==> src/rtl/pico_irq_arbiter_if.sv <==
// Port bundle between pico_irq_arbiter and its requesters / kcpsm6 port bus.
interface pico_irq_arbiter_if #(
  parameter int unsigned NUM_REQ = 4,
  parameter int unsigned DATA_W  = 8
);
  logic [NUM_REQ-1:0]        req_valid;
  logic [NUM_REQ*DATA_W-1:0] req_data;
  logic [NUM_REQ-1:0]        req_ready;
  logic [7:0]                port_id;
  logic                      read_strobe;
  logic                      write_strobe;
  logic [7:0]                out_port;
  logic [7:0]                in_port_data;
  logic                      in_port_hit;
  logic                      interrupt;
  logic                      interrupt_ack;
  logic                      busy;

  modport slave (
    input  req_valid, req_data, port_id, read_strobe, write_strobe, out_port, interrupt_ack,
    output req_ready, in_port_data, in_port_hit, interrupt, busy
  );

  modport master (
    output req_valid, req_data, port_id, read_strobe, write_strobe, out_port, interrupt_ack,
    input  req_ready, in_port_data, in_port_hit, interrupt, busy
  );
endinterface

==> src/rtl/pico_irq_arbiter.sv <==
// Round-robin interrupt-driven input scheduler for the kcpsm6 port bus: captures one
// requester word at a time, interrupts the program, waits for a release write.
module pico_irq_arbiter #(
  parameter int unsigned NUM_REQ   = 4,
  parameter int unsigned DATA_W    = 8,
  parameter logic [7:0]  BASE_PORT = 8'h10
) (
  input  logic              clk,
  input  logic              reset_n,
  pico_irq_arbiter_if.slave bus
);

  localparam logic [7:0] PortData = BASE_PORT;
  localparam logic [7:0] PortStat = BASE_PORT + 8'd1;
  localparam logic [7:0] PortRel  = BASE_PORT + 8'd2;
  localparam logic [7:0] PortMask = BASE_PORT + 8'd3;

  typedef enum logic [1:0] {StIdle, StIrq, StService} state_e;

  state_e              r_state, w_state_d;
  logic [DATA_W-1:0]   r_hold_data;
  logic [2:0]          r_hold_ch;
  logic [2:0]          r_rr_ptr;
  logic [NUM_REQ-1:0]  r_mask;
  logic [7:0]          r_in_port_data;
  logic                r_in_port_hit;

  logic [NUM_REQ-1:0]   w_eligible, w_rot, w_grant;
  logic [2*NUM_REQ-1:0] w_dbl, w_shift;
  logic                 w_found, w_capture;
  logic [2:0]           w_off, w_sel, w_rr_next;
  logic [3:0]           w_sum;
  logic [DATA_W-1:0]    w_sel_data;
  logic                 w_release, w_mask_wr, w_pending;
  logic [7:0]           w_rd_data;
  logic                 w_rd_hit;
  logic                 w_unused;

  assign w_release = bus.write_strobe && (bus.port_id == PortRel);
  assign w_mask_wr = bus.write_strobe && (bus.port_id == PortMask);
  assign w_pending = (r_state != StIdle);

  // Rotate the eligible vector so that bit 0 is rr_ptr, then take the lowest set bit.
  always_comb begin
    w_eligible = bus.req_valid & ~r_mask;
    w_dbl      = {w_eligible, w_eligible};
    w_shift    = w_dbl >> r_rr_ptr;
    w_rot      = w_shift[NUM_REQ-1:0];
    w_found    = |w_rot;
    w_off      = '0;
    for (int i = int'(NUM_REQ) - 1; i >= 0; i--) begin
      if (w_rot[i]) w_off = 3'(i);
    end
    w_sum     = {1'b0, r_rr_ptr} + {1'b0, w_off};
    w_sel     = (w_sum >= 4'(NUM_REQ)) ? 3'(w_sum - 4'(NUM_REQ)) : w_sum[2:0];
    w_rr_next = (32'(w_sel) == NUM_REQ - 32'd1) ? 3'd0 : w_sel + 3'd1;
    // Gated by reset so no handshake can complete while the flops are held in reset.
    w_capture  = (r_state == StIdle) && w_found && reset_n;
    w_grant    = '0;
    w_sel_data = '0;
    for (int i = 0; i < int'(NUM_REQ); i++) begin
      if (w_capture && (w_sel == 3'(i))) begin
        w_grant[i] = 1'b1;
        w_sel_data = bus.req_data[i*DATA_W +: DATA_W];
      end
    end
  end

  always_comb begin
    w_state_d = r_state;
    unique case (r_state)
      StIdle:    if (w_found) w_state_d = StIrq;
      StIrq: begin
        if (w_release)              w_state_d = StIdle;
        else if (bus.interrupt_ack) w_state_d = StService;
      end
      StService: if (w_release) w_state_d = StIdle;
      default:   w_state_d = StIdle;
    endcase
  end

  always_comb begin
    w_rd_data = '0;
    w_rd_hit  = 1'b0;
    if (bus.port_id == PortData) begin
      w_rd_data = 8'(r_hold_data);
      w_rd_hit  = 1'b1;
    end else if (bus.port_id == PortStat) begin
      w_rd_data = {w_pending, 4'b0000, r_hold_ch};
      w_rd_hit  = 1'b1;
    end
  end

  always_ff @(posedge clk or negedge reset_n) begin
    if (!reset_n) begin
      r_state        <= StIdle;
      r_hold_data    <= '0;
      r_hold_ch      <= '0;
      r_rr_ptr       <= '0;
      r_mask         <= '0;
      r_in_port_data <= '0;
      r_in_port_hit  <= 1'b0;
    end else begin
      r_state <= w_state_d;
      if (w_capture) begin
        r_hold_data <= w_sel_data;
        r_hold_ch   <= w_sel;
        r_rr_ptr    <= w_rr_next;
      end
      if (w_mask_wr) r_mask <= bus.out_port[NUM_REQ-1:0];
      r_in_port_data <= w_rd_data;
      r_in_port_hit  <= w_rd_hit;
    end
  end

  assign bus.req_ready    = w_grant;
  assign bus.interrupt    = (r_state == StIrq);
  assign bus.busy         = (r_state != StIdle);
  assign bus.in_port_data = r_in_port_data;
  assign bus.in_port_hit  = r_in_port_hit;

  // Reads are side-effect free, so read_strobe is not needed.
  assign w_unused = ^{bus.read_strobe, bus.out_port, w_shift[2*NUM_REQ-1:NUM_REQ]};

endmodule

==> src/flat_wrapper.sv <==
// flat-port wrapper written by rule: the top's interface ports become plain ports
module pico_irq_arbiter_flat 
#(
  parameter int unsigned NUM_REQ   = 4,
  parameter int unsigned DATA_W    = 8,
  parameter logic [7:0]  BASE_PORT = 8'h10
)
  (clk, reset_n, bus_req_valid, bus_req_data, bus_port_id, bus_read_strobe, bus_write_strobe, bus_out_port, bus_interrupt_ack, bus_req_ready, bus_in_port_data, bus_in_port_hit, bus_interrupt, bus_busy);
  pico_irq_arbiter_if #(.NUM_REQ(NUM_REQ), .DATA_W(DATA_W)) bus_i ();
  input  logic clk;
  input  logic reset_n;
  input wire logic [$bits(bus_i.req_valid)-1:0] bus_req_valid;
  input wire logic [$bits(bus_i.req_data)-1:0] bus_req_data;
  input wire logic [$bits(bus_i.port_id)-1:0] bus_port_id;
  input wire logic [$bits(bus_i.read_strobe)-1:0] bus_read_strobe;
  input wire logic [$bits(bus_i.write_strobe)-1:0] bus_write_strobe;
  input wire logic [$bits(bus_i.out_port)-1:0] bus_out_port;
  input wire logic [$bits(bus_i.interrupt_ack)-1:0] bus_interrupt_ack;
  output wire logic [$bits(bus_i.req_ready)-1:0] bus_req_ready;
  output wire logic [$bits(bus_i.in_port_data)-1:0] bus_in_port_data;
  output wire logic [$bits(bus_i.in_port_hit)-1:0] bus_in_port_hit;
  output wire logic [$bits(bus_i.interrupt)-1:0] bus_interrupt;
  output wire logic [$bits(bus_i.busy)-1:0] bus_busy;
  assign bus_i.req_valid = bus_req_valid;
  assign bus_i.req_data = bus_req_data;
  assign bus_i.port_id = bus_port_id;
  assign bus_i.read_strobe = bus_read_strobe;
  assign bus_i.write_strobe = bus_write_strobe;
  assign bus_i.out_port = bus_out_port;
  assign bus_i.interrupt_ack = bus_interrupt_ack;
  assign bus_req_ready = bus_i.req_ready;
  assign bus_in_port_data = bus_i.in_port_data;
  assign bus_in_port_hit = bus_i.in_port_hit;
  assign bus_interrupt = bus_i.interrupt;
  assign bus_busy = bus_i.busy;
  pico_irq_arbiter #(.NUM_REQ(NUM_REQ), .DATA_W(DATA_W), .BASE_PORT(BASE_PORT)) u_core (.clk(clk), .reset_n(reset_n), .bus(bus_i));
endmodule
==> config.mk <==
export PLATFORM = sky130hd
export DESIGN_NAME = pico_irq_arbiter_flat
export DESIGN_NICKNAME = d
export VERILOG_FILES = /design/src/rtl/pico_irq_arbiter_if.sv /design/src/rtl/pico_irq_arbiter.sv /design/src/flat_wrapper.sv
export SDC_FILE = /design/constraint.sdc
export NUM_CORES = 1
export LEC_CHECK = 0
export CORE_MARGIN = 2
export CORE_UTILIZATION = 49
export CTS_BUF_LIST = sky130_fd_sc_hd__clkbuf_4
export DETAILED_ROUTE_END_ITERATION = 12
export HOLD_SLACK_MARGIN = 0.03
export PLACE_DENSITY = 0.88
export SLEW_MARGIN = 20
export SYNTH_ARGS = -nofsm -noshare
export SYNTH_HDL_FRONTEND = slang
export SYNTH_SLANG_ARGS = --single-unit
==> constraint.sdc <==
create_clock -name clk -period 15.9 [get_ports clk]
set_input_delay 4.77 -clock clk [delete_from_list [all_inputs] [get_ports clk]]
set_output_delay 4.77 -clock clk [all_outputs]
set_load 0.02 [all_outputs]
==> results of run 1 <==
through the flow:
| stage | hold WS (ns) | total power [uW] | cell area [um^2] | instances |
|---|---|---|---|---|
| 3_5_place_dp | 0.466 | 407 | 2510 | 285 |
| 4_1_cts | 0.484 | 468 | 2590 | 293 |
| 6_report | 0.484 | 468 | 2590 | 293 |
| 2_1_floorplan | 0.439 | 338 | 1850 | 181 |
| 3_3_place_gp | 0.459 | 398 | 2510 | 285 |
| 5_1_grt | 0.512 | 508 | 2590 | 293 |
cell usage in the layout, fill, tap and decap left out, drive strengths merged, types with 2 or more instances in the layout:
cell type      instances
a211oi                 3
a21oi                 20
a221o                  8
and2                   4
and2b                  2
and3                   5
and3b                  2
clkbuf                 6
clkdlybuf4s50         66
dfrtp                 29
ha                     6
inv                   14
mux2                  17
mux2i                  4
nand2                 14
nand3b                 8
nor2                   9
nor2b                  2
nor3                   4
nor3b                  2
o221ai                 2
routing by layer:
layer	part of all wire [%]	vias to the layer above	routed length, um
met4	2.2	0	93
met5	0	-	0
li1	-	780	-
met1	42	736	1770
met3	5.2	11	217
met2	50	44	2100
where the power goes:
group	switching, uW	internal (uW)
Sequential	15.5	92.4
Combinational	152	148
Clock	25.7	34.4
Total	193	275
kinds of logic (layout without fill, tap and decap cells):
kind of cell / after synthesis / after routing / synth area share, %
compound gates: 39 / 39 / 15.9
fa+ha+maj: 7 / 7 / 5.15
buf+inv: 25 / 89 / 6.03
flops: 29 / 29 / 39.3
mux: 21 / 21 / 13.6
simple gates: 60 / 60 / 20.1
path summary, 6_finish.rpt:
kind	slack [ns]	cells after the start	from	endpoint
min in group asynchronous	4.81	2	reset_n	u_core.bus.in_port_data[3]
setup / recovery	2.83	11	bus_req_valid[3]	bus_req_ready[1]
max in group asynchronous	10.81	2	reset_n	u_core.r_hold_data[0]
setup reg to reg	12.33	12	u_core.r_rr_ptr[0]	u_core.r_hold_data[6]
hold / removal	0.48	1	u_core.r_state[1]	u_core.r_state[0]
hold reg to reg	0.48	1	u_core.r_state[1]	u_core.r_state[0]
state kept, by name, indices dropped and copies added, names as in the netlist:
register,count
u_core.bus.in_port_data,8
u_core.r_hold_data,8
u_core.r_mask,4
u_core.r_hold_ch,3
u_core.r_rr_ptr,3
u_core.r_state,2
u_core.bus.in_port_hit,1
cell type report:
| cell class | instances | area (um^2) | share of cell area [%] |
|---|---|---|---|
| clock buffer | 6 | 45.0 | 1.74 |
| clock inverter | 2 | 33.8 | 1.30 |
| inverter | 14 | 52.6 | 2.03 |
| multi-input combinational | 127 | 1010 | 38.9 |
| sequential | 29 | 726 | 28.0 |
| tap | 48 | 60.1 | 2.32 |
| timing repair buffer | 67 | 668 | 25.8 |
worst max-delay path: stages:
cell,delay [ns]
sky130_fd_sc_hd__clkdlybuf4s50_1,0.50
sky130_fd_sc_hd__or3b_2,0.45
sky130_fd_sc_hd__a211oi_1,0.24
sky130_fd_sc_hd__o21ai_0,0.12
sky130_fd_sc_hd__nand2_1,0.07
sky130_fd_sc_hd__ha_1,0.18
sky130_fd_sc_hd__fa_1,0.50
sky130_fd_sc_hd__inv_1,0.11
sky130_fd_sc_hd__ha_1,0.47
sky130_fd_sc_hd__and3_2,0.27
sky130_fd_sc_hd__clkdlybuf4s50_1,0.61
==> Implementation_results.wiki, run 1 <==
{| class="wikitable"
! Metric !! Value
|-
| Run status || completed
|-
| Die Span Y || around 65 um
|-
| Overall via count from detail_route || 1571
|-
| Post-CTS sizing || 0
|-
| Cell with the most instances after synthesis || sky130_fd_sc_hd__dfrtp_1
|-
| Worst clock skew || ~0.0081 ns
|-
| I/O pin total || 72
|-
| Cell type with the largest total area after synthesis || sky130_fd_sc_hd__dfrtp_1
|-
| Average routed wire per standard cell || approximately 14 um
|-
| Utilization of the core after routing || between 70% and 80%
|-
| Crit share post-route || 82.2%
|-
| Final Hold Vio Count || 0
|-
| Predominant post-synthesis flop cell || sky130_fd_sc_hd__dfrtp_1
|-
| Clock latency on the worst-skew pair || about 0.34 ns
|-
| Final WL || between 4 and 5 mm
|-
| Number of buffers inserted during clock tree synthesis || 5
|-
| P_leak || 0.00115 uW
|-
| Share of flip-flops with an asynchronous set or reset || 100%
|-
| Sequential cell area fraction in the yosys report || about two fifths
|-
| # port buffers || 66
|-
| Wire length of the first global-routing pass || 7.02 mm
|-
| Max-cap violations || 0
|-
| Highest Clock Rate || approximately 0.077 GHz
|-
| Total gr overflow || 0
|-
| Final Max Slew Viols || 0
|-
| Ranking of synthesized cells by area || sky130_fd_sc_hd__dfrtp_1, sky130_fd_sc_hd__mux2_2, sky130_fd_sc_hd__a21oi_1, sky130_fd_sc_hd__a221o_1, sky130_fd_sc_hd__ha_1
|-
| Starting Density || between 50% and 60%
|-
| Synthesis Warnings || 0
|-
| Per-instance average area after synthesis || around 10 um^2
|-
| M3 GR Usage || about 4.5%
|-
| Initial antenna violation count || 0
|-
| Met1 routing resource usage after global routing || a little over a quarter
|-
| Register bit count reported by yosys || 29
|-
| CTS sink count || 29
|-
| Combined global-route utilization of all metal layers || ~22%
|-
| Fraction of final layout cells with drive strength greater than 1 || between 15 and 20%
|-
| Worst min path class || reg2reg
|-
| Post-CTS Hold Fix Bufs || 0
|-
| Fill cells || around 300
|-
| Reg clk slew, reported paths || around 0.09 ns
|-
| RSZ-0062 raised after global routing || false
|-
| Global routing's busiest layer || met2
|-
| Worst vdd ir || 0.000159 V
|-
| Core ar. || ~3600 um^2
|-
| Die span in x || approximately 65 um
|-
| Via count of the first global-routing pass || ~1600
|-
| Post-place setup slack || approximately 2.9 ns
|-
| NumNets Final || roughly 310
|-
| Level count of the clock H-tree || 2
|-
| Count of TritonRoute iterations in the first routing pass || 4
|-
| Antenna viol nets, final || 0
|-
| Endpoint class of the critical path || primary output
|-
| DRT iter0 DRCs || 62
|-
| Area enclosed by the die boundary || 4270 um^2
|-
| Category of the worst setup path launch point || input pin
|-
| Crit Path Max Fanout || 17
|-
| Worst-Margin Slew || approximately 0.63 ns
|-
| Remaining DRCs || 0
|-
| Dpl hpwl || 3.25 mm
|-
| Post-layout minimum cycle time || between 10 and 15 ns
|-
| Number of different library cells in the post-synthesis netlist || 45
|-
| Kind of critical path || in2out
|-
| Pin count of the biggest net entering global routing || 31
|-
| Synthesis-to-layout area growth || 40.5%
|-
| Root Driver || sky130_fd_sc_hd__clkbuf_4
|-
| Number of vias per cell after detailed routing || between 5 and 6
|-
| Fraction of met2 tracks used by global routing || a little under two fifths
|-
| Relative slew margins || approximately 58%
|-
| Required arrival time at the worst endpoint || 11.13 ns
|-
| Post-CTS setup-driven buffer insertion count || 0
|-
| Nets in the synthesized netlist || between 200 and 250
|-
| Maximum buffer depth of the clock tree || 2
|-
| Final setup violating endpoints || 0
|-
| Routability cong. || between 0.8 and 0.9
|-
| Cell Pwr Density || 180 nW/um^2
|-
| Accumulated negative setup slack || 0 ns
|-
| Synthesized area || between 1500 and 2000 um^2
|-
| Count of flip-flops with a built-in enable after synthesis || 0
|-
| Cell count after synthesis || approximately 180
|-
| Post-synth top area share || 39.3%
|-
| Most common library cells after synthesis || sky130_fd_sc_hd__dfrtp_1, sky130_fd_sc_hd__a21oi_1, sky130_fd_sc_hd__inv_1, sky130_fd_sc_hd__nand2_1, sky130_fd_sc_hd__mux2_2
|-
| Worst Path Arrival || 8.30 ns
|-
| TritonCTS clock tree || done
|-
| Inserted Diodes || 0
|-
| Number of cell rows || 22
|-
| Final setup slack of the worst path || between 2 and 3 ns
|}
Note: power is estimated with default switching activity, not from simulation.
==> run 2, diff against run 1 <==
Settings changed: CORE_UTILIZATION 49 to 41, PLACE_DENSITY 0.88 to 0.79.
Clock period 15.9 ns to 11.95 ns, I/O delays scaled along.
==> run 2 against run 1 <==
Final area increased by 0.19%. Largest cell class unchanged. Wire length increased by 0.48%. Flip-flop and latch count unchanged. Sequential power increased by 33%. Sequential share of layout area decreased by 0.054 points. Highest routed layer unchanged. Utilization decreased by 12 points. Setup slack got worse by 1.5 ns. Clock skew increased by 0.0015 ns. Global-route usage decreased by 4.0 points. Final cell count increased by 1.4%.
==> Implementation_results.wiki, run 2 (same netlist as run 1, synthesis figures left out) <==
{| class="wikitable"
! Metric !! Value
|-
| I/O pin total || 72 (unchanged)
|-
| Category of the worst setup path launch point || input pin (unchanged)
|-
| Number of cells on the worst hold path || 1 (unchanged)
|-
| Worst-Margin Slew || 0.658 ns (was 0.630 ns)
|-
| Overall via count from detail_route || 1563 (was 1571)
|-
| Die span in x || 71.1 um (was 65.4 um)
|-
| Highest-count cells in the layout ignoring fill and taps || sky130_fd_sc_hd__clkdlybuf4s50_1, sky130_fd_sc_hd__dfrtp_1, sky130_fd_sc_hd__a21oi_1 (unchanged)
|-
| Synthesis-to-layout area growth || 40.8% (was 40.5%)
|-
| Commonest non-fill, non-tap cell in the layout || sky130_fd_sc_hd__clkdlybuf4s50_1 (unchanged)
|-
| Longest individual stage delay on the worst path || 0.61 ns (about the same)
|-
| Count of TritonRoute iterations in the first routing pass || 4 (unchanged)
|-
| Core ar. || 4350 um^2 (was 3630 um^2)
|-
| NumNets Final || 308 (unchanged)
|-
| Total gr overflow || 0 (unchanged)
|-
| Worst Path Arrival || 7.01 ns (was 8.30 ns)
|-
| TritonCTS clock tree || done (unchanged)
|-
| Area enclosed by the die boundary || 5050 um^2 (was 4270 um^2)
|-
| Reg clk slew, reported paths || 0.09 ns (about the same)
|-
| Clock latency on the worst-skew pair || 0.34 ns (about the same)
|-
| Crit Path Max Fanout || 19 (was 17)
|-
| Cell chain of the critical path || clkdlybuf4s50_1, nor3b_2, a21oi_1, o21ai_0, nand2_1, ha_1, fa_1, ha_1, and3_2, clkdlybuf4s50_1 (was clkdlybuf4s50_1, or3b_2, a211oi_1, o21ai_0, nand2_1, ha_1, fa_1, inv_1, ha_1, and3_2, clkdlybuf4s50_1)
|-
| Top cell family by delay on the critical path || adder cells (was buffers and inverters)
|-
| Placed insts || 289 (was 285)
|-
| Maximum buffer depth of the clock tree || 2 (unchanged)
|-
| Fraction of final layout cells with drive strength greater than 1 || 16.3% (unchanged)
|-
| Post-CTS setup-driven buffer insertion count || 0 (unchanged)
|-
| DRT iter0 DRCs || 108 (was 62)
|-
| Part of the total power dissipated in the clock network || 13.0% (was 12.8%)
|-
| Level count of the clock H-tree || 2 (unchanged)
|-
| Post-layout minimum cycle time || 10.59 ns
|-
| Final Hold Vio Count || 0 (unchanged)
|-
| Min-Delay Endpoint || u_core.bus.in_port_data[4] (was u_core.r_state[0])
|-
| Fill cells || 387 (was 292)
|-
| Die Span Y || 71.1 um (was 65.4 um)
|-
| Root Driver || sky130_fd_sc_hd__clkbuf_4 (unchanged)
|-
| P_leak || 0.00115 uW (unchanged)
|-
| Worst Hold Slack || 0.490 ns (was 0.484 ns)
|-
| Fraction of power spent switching nets || 41.2% (about the same)
|-
| Initial antenna violation count || 0 (unchanged)
|-
| Via count of the first global-routing pass || 1587 (was 1556)
|-
| Slowest CP cell || sky130_fd_sc_hd__ha_1 (was sky130_fd_sc_hd__clkdlybuf4s50_1)
|-
| Remaining DRCs || 0 (unchanged)
|-
| # port buffers || 66 (unchanged)
|-
| Worst hold path startpoint || u_core.r_hold_data[4] (was u_core.r_state[1])
|-
| Count of non-filler cells in the finished layout || 297 (was 293)
|-
| Worst vdd ir || 0.000132 V (was 0.000159 V)
|-
| Number of cell rows || 24 (was 22)
|-
| Final WL || 4.20 mm (was 4.18 mm)
|-
| Run status || completed (unchanged)
|-
| Worst clock skew || 0.00955 ns (was 0.00806 ns)
|-
| Number of vias per cell after detailed routing || 5.26 (was 5.36)
|-
| Buffers plus inverters on the worst setup path || 2 (was 3)
|-
| Routability cong. || 0.777 (was 0.836)
|-
| Final setup violating endpoints || 0 (unchanged)
|-
| Starting Density || 42.4% (was 50.8%)
|-
| Relative slew margins || 56.1% (was 57.9%)
|-
| Internal portion of total power || 365 uW (was 275 uW)
|-
| Kind of critical path || in2out (unchanged)
|-
| Worst reg-to-reg setup slack || 8.43 ns (was 12.33 ns)
|-
| Highest Clock Rate || 0.0944 GHz
|-
| Portion of total power attributed to sequential cells || 23.2% (was 23.1%)
|-
| R2R depth || 12 (unchanged)
|-
| Max-cap violations || 0 (unchanged)
|-
| RSZ-0062 raised after global routing || false (unchanged)
|-
| Critical register-to-register path endpoint || u_core.r_hold_data[5] (was u_core.r_hold_data[6])
|-
| Utilization of the core after routing || 59.7% (was 71.4%)
|-
| Sw power || 256 uW (was 193 uW)
|-
| Average routed wire per standard cell || 14.1 um (was 14.3 um)
|-
| Required arrival time at the worst endpoint || 8.37 ns (was 11.13 ns)
|-
| Pin count of the biggest net entering global routing || 31 (unchanged)
|-
| Final Max Slew Viols || 0 (unchanged)
|-
| Wire length of the first global-routing pass || 7.15 mm (was 7.02 mm)
|-
| Post-CTS Hold Fix Bufs || 0 (unchanged)
|-
| Antenna viol nets, final || 0 (unchanged)
|-
| Fraction of power consumed by combinational cells || 63.9% (was 64.1%)
|-
| CTS sink count || 29 (unchanged)
|-
| Crit share post-route || approximately nine tenths
|-
| Inserted Diodes || 0 (unchanged)
|-
| Combined global-route utilization of all metal layers || 17.8% (was 21.7%)
|-
| Endpoint class of the critical path || primary output (unchanged)
|-
| Critical R2R Launch || u_core.r_rr_ptr[0] (unchanged)
|-
| Cell Pwr Density || 239 nW/um^2 (was 180 nW/um^2)
|-
| Number of buffers inserted during clock tree synthesis || 5 (unchanged)
|-
| Worst min path class || reg2reg (unchanged)
|-
| Accumulated negative setup slack || 0 ns (unchanged)
|-
| Dpl hpwl || 3.24 mm (was 3.25 mm)
|-
| Post-CTS sizing || 0 (unchanged)
|}
==> run 2: cell counts in the layout (fill, tap and decap cells not counted) <==
No cell type changed its count.
==> run 2: cell type report <==
cell class	count	area, um^2	area share (%)
multi-input cells	127	1010	38.8
flip-flops and latches	29	726	27.9
repair buffers	67	668	25.7
well taps	52	65.1	2.50
inverters	14	52.6	2.02
clock buffers	6	45.0	1.73
clock inverters	2	33.8	1.30
==> run 2: power groups by stage <==
stage                     registers (uW)  logic (uW)  clock network, uW
final                                144         397               80.5
after global routing                 147         437               87.6
after CTS                            144         401               81.6
after detailed placement             146         399                  0
after global placement               144         389                  0
after floorplan                      137         312                  0
==> run 2: layer usage <==
| metal | routed length [um] | GRT usage [%] |
|---|---|---|
| met2 | 2180 | 31.3 |
| met3 | 171 | 4.42 |
| met5 | 0 | 0 |
| met4 | 51 | 5.03 |
| met1 | 1790 | 21.6 |
==> run 2: worst max-delay path by stage <==
stage	to	slack [ns]	startpoint	depth (start not counted)
global route	bus_req_ready[1]	1.13	bus_req_valid[3]	11
detailed placement	bus_req_ready[3]	1.35	bus_req_valid[0]	10
global placement	bus_req_ready[3]	1.38	bus_req_valid[0]	10
CTS	bus_req_ready[3]	1.33	bus_req_valid[0]	10
floorplan	bus_req_ready[3]	2.46	bus_req_valid[1]	10
finish	bus_req_ready[3]	1.36	bus_req_valid[0]	10
==> run 2: per-stage QoR <==
step	instance area [um^2]	setup slack [ns]	total power [uW]
2_1_floorplan	1850	2.46	449
3_3_place_gp	2520	1.38	534
3_5_place_dp	2520	1.35	545
4_1_cts	2600	1.33	626
5_1_grt	2600	1.13	671
6_report	2600	1.36	621
==> run 3, diff against run 2 <==
Settings changed: SKIP_CTS_REPAIR_TIMING from default to 1.
Clock period 11.95 ns to 9.5 ns, I/O delays scaled along.
==> run 3 against run 2 <==
Final cell count rose by 0.34%. Utilization fell by 0.34 points. Largest power group unchanged. Sequential share of layout area rose by 0.16 points. Worst hold slack improved by 0.0034 ns. Via count rose by 0.19%. Global-route usage fell by 0.47 points. Clock power fell by 13%. Critical path depth did not move. Total power rose by 22%. Register-to-register slack got worse by 2.3 ns. Setup slack got worse by 0.93 ns. Largest cell class unchanged.
==> Implementation_results.wiki, run 3 (same netlist as run 1, synthesis figures left out) <==
{| class="wikitable"
! Metric !! Value
|-
| Worst Path Arrival || 6.22 ns (was 7.01 ns)
|-
| Number of vias per cell after detailed routing || 5.26 (about the same)
|-
| Worst-Margin Slew || 0.619 ns (was 0.658 ns)
|-
| Commonest non-fill, non-tap cell in the layout || sky130_fd_sc_hd__clkdlybuf4s50_1 (unchanged)
|-
| Reg clk slew, reported paths || 0.09 ns (about the same)
|-
| Highest-count cells in the layout ignoring fill and taps || sky130_fd_sc_hd__clkdlybuf4s50_1, sky130_fd_sc_hd__dfrtp_1, sky130_fd_sc_hd__a21oi_1 (unchanged)
|-
| Met3 routed wirelength || 216 um (was 171 um)
|-
| Kind of critical path || in2out (unchanged)
|-
| Cell Pwr Density || 294 nW/um^2 (was 239 nW/um^2)
|-
| Worst setup path startpoint || bus_req_valid[0] (unchanged)
|-
| Combined global-route utilization of all metal layers || 17.3% (was 17.8%)
|-
| Required arrival time at the worst endpoint || 6.65 ns (was 8.37 ns)
|-
| Worst clock skew || 0.00380 ns (was 0.00955 ns)
|-
| Level count of the clock H-tree || 2 (unchanged)
|-
| Crit Path Max Fanout || 17 (was 19)
|-
| Worst min path class || reg2reg (unchanged)
|-
| Run status || completed (unchanged)
|-
| I/O pin total || 72 (unchanged)
|-
| Starting Density || 42.4% (unchanged)
|-
| Post-layout minimum cycle time || between 9 and 10 ns
|-
| Fill cells || 370 (was 387)
|-
| Max-cap violations || 0 (unchanged)
|-
| CTS sink count || 29 (unchanged)
|-
| Worst vdd ir || 0.000239 V (was 0.000132 V)
|-
| Max layer used || met3 (was met4)
|-
| Via count of the first global-routing pass || 1543 (was 1587)
|-
| Average routed wire per standard cell || 14.2 um (was 14.1 um)
|-
| Maximum buffer depth of the clock tree || 2 (unchanged)
|-
| Detailed-routed wire length on met2 || 2.21 mm (was 2.18 mm)
|-
| Antenna viol nets, final || 0 (unchanged)
|-
| Number of buffers inserted during clock tree synthesis || 5 (unchanged)
|-
| Die span in x || 71.1 um (unchanged)
|-
| Dpl hpwl || 3.19 mm (was 3.24 mm)
|-
| Final WL || 4.22 mm (was 4.20 mm)
|-
| # port buffers || 66 (unchanged)
|-
| TritonCTS clock tree || done (unchanged)
|-
| Relative slew margins || 58.7% (was 56.1%)
|-
| Critical register-to-register path endpoint || u_core.r_hold_data[7] (was u_core.r_hold_data[5])
|-
| Number of cells on the worst hold path || 1 (unchanged)
|-
| Synthesis-to-layout area growth || 40.0% (was 40.8%)
|-
| Fraction of final layout cells with drive strength greater than 1 || 16.7% (was 16.3%)
|-
| RSZ-0062 raised after global routing || false (unchanged)
|-
| Pin count of the biggest net entering global routing || 31 (unchanged)
|-
| Placed cell area || 2530 um^2 (was 2520 um^2)
|-
| Worst reg-to-reg setup slack || 6.14 ns (was 8.43 ns)
|-
| DRT iter0 DRCs || 92 (was 108)
|-
| Post-Layout Inst Area || 2580 um^2 (was 2600 um^2)
|-
| Accumulated negative setup slack || 0 ns (unchanged)
|-
| Overall via count from detail_route || 1566 (was 1563)
|-
| Clock latency on the worst-skew pair || 0.32 ns (was 0.34 ns)
|-
| Final Hold Vio Count || 0 (unchanged)
|-
| Routed length on met1 || 1.80 mm (was 1.79 mm)
|-
| Number of cell rows || 24 (unchanged)
|-
| R2R depth || 11 (was 12)
|-
| P_leak || 0.00114 uW (was 0.00115 uW)
|-
| Die Span Y || 71.1 um (unchanged)
|-
| Area enclosed by the die boundary || 5050 um^2 (unchanged)
|-
| Final Max Slew Viols || 0 (unchanged)
|-
| Last element of the critical path || bus_req_ready[2] (was bus_req_ready[3])
|-
| Total gr overflow || 0 (unchanged)
|-
| Initial antenna violation count || 0 (unchanged)
|-
| NumNets Final || 310 (was 308)
|-
| Routability cong. || 0.762 (was 0.777)
|-
| Final setup violating endpoints || 0 (unchanged)
|-
| Highest Clock Rate || 0.110 GHz
|-
| Core ar. || 4350 um^2 (unchanged)
|-
| Inserted Diodes || 0 (unchanged)
|-
| Count of TritonRoute iterations in the first routing pass || 4 (unchanged)
|-
| Crit share post-route || 95.5%
|-
| Wire length of the first global-routing pass || 6.95 mm (was 7.15 mm)
|-
| Remaining DRCs || 0 (unchanged)
|-
| Endpoint class of the critical path || primary output (unchanged)
|-
| Category of the worst setup path launch point || input pin (unchanged)
|-
| Overall power of the completed layout || 759 uW (was 621 uW)
|-
| Root Driver || sky130_fd_sc_hd__clkbuf_4 (unchanged)
|-
| Critical R2R Launch || u_core.r_rr_ptr[0] (unchanged)
|}
==> run 3: critical path: stages <==
cell and delay, ns:
sky130_fd_sc_hd__clkdlybuf4s50_1 0.49, sky130_fd_sc_hd__nor3b_2 0.33, sky130_fd_sc_hd__a21oi_1 0.09, sky130_fd_sc_hd__o21ai_0 0.16
sky130_fd_sc_hd__nand2_1 0.07, sky130_fd_sc_hd__ha_1 0.21, sky130_fd_sc_hd__fa_1 0.58, sky130_fd_sc_hd__ha_1 0.55
sky130_fd_sc_hd__and3_2 0.29, sky130_fd_sc_hd__clkdlybuf4s50_1 0.61
==> run 3: worst min-delay path by stage <==
stage	from	endpoint	slack, ns
2_1_floorplan	u_core.r_state[1]	u_core.r_state[0]	0.44
4_1_cts	u_core.r_hold_data[4]	u_core.bus.in_port_data[4]	0.48
5_1_grt	u_core.r_hold_data[4]	u_core.bus.in_port_data[4]	0.50
6_report	u_core.r_state[1]	u_core.r_state[0]	0.49
3_5_place_dp	u_core.r_hold_data[4]	u_core.bus.in_port_data[4]	0.46
3_3_place_gp	u_core.r_hold_data[5]	u_core.bus.in_port_data[5]	0.46
==> run 3: where the power goes <==
group	switching (uW)	total, uW	internal [uW]
logic	254	508	254
registers	25.9	181	155
clock network	40.7	70.4	29.7
==> run 3: routing by layer <==
metal,vias to the layer above,GRT usage [%]
li1,772,-
met1,755,20.2
met2,39,31.6
met3,0,5.70
met4,0,2.52
met5,-,0
==> run 3: cell type report <==
cell class | count | area, um^2 | share of cell area, %
Clock inverter | 1 | 3.75 | 0.145
Inverter | 14 | 52.6 | 2.03
Tap cell | 52 | 65.1 | 2.52
Multi-Input combinational cell | 127 | 1010 | 39.0
Sequential cell | 29 | 726 | 28.1
Clock buffer | 6 | 45.0 | 1.74
Timing Repair Buffer | 69 | 683 | 26.4
==> run 3: metrics by stage <==
stage / hold WS [ns] / setup WS, ns / instances / util, %
finish: 0.493 / 0.426 / 298 / 59.3
CTS: 0.485 / 0.407 / 298 / 59.3
global placement: 0.459 / 0.503 / 291 / 58.2
global route: 0.504 / 0.186 / 298 / 59.3
detailed placement: 0.464 / 0.418 / 291 / 58.2
floorplan: 0.439 / 1.48 / 181 / -
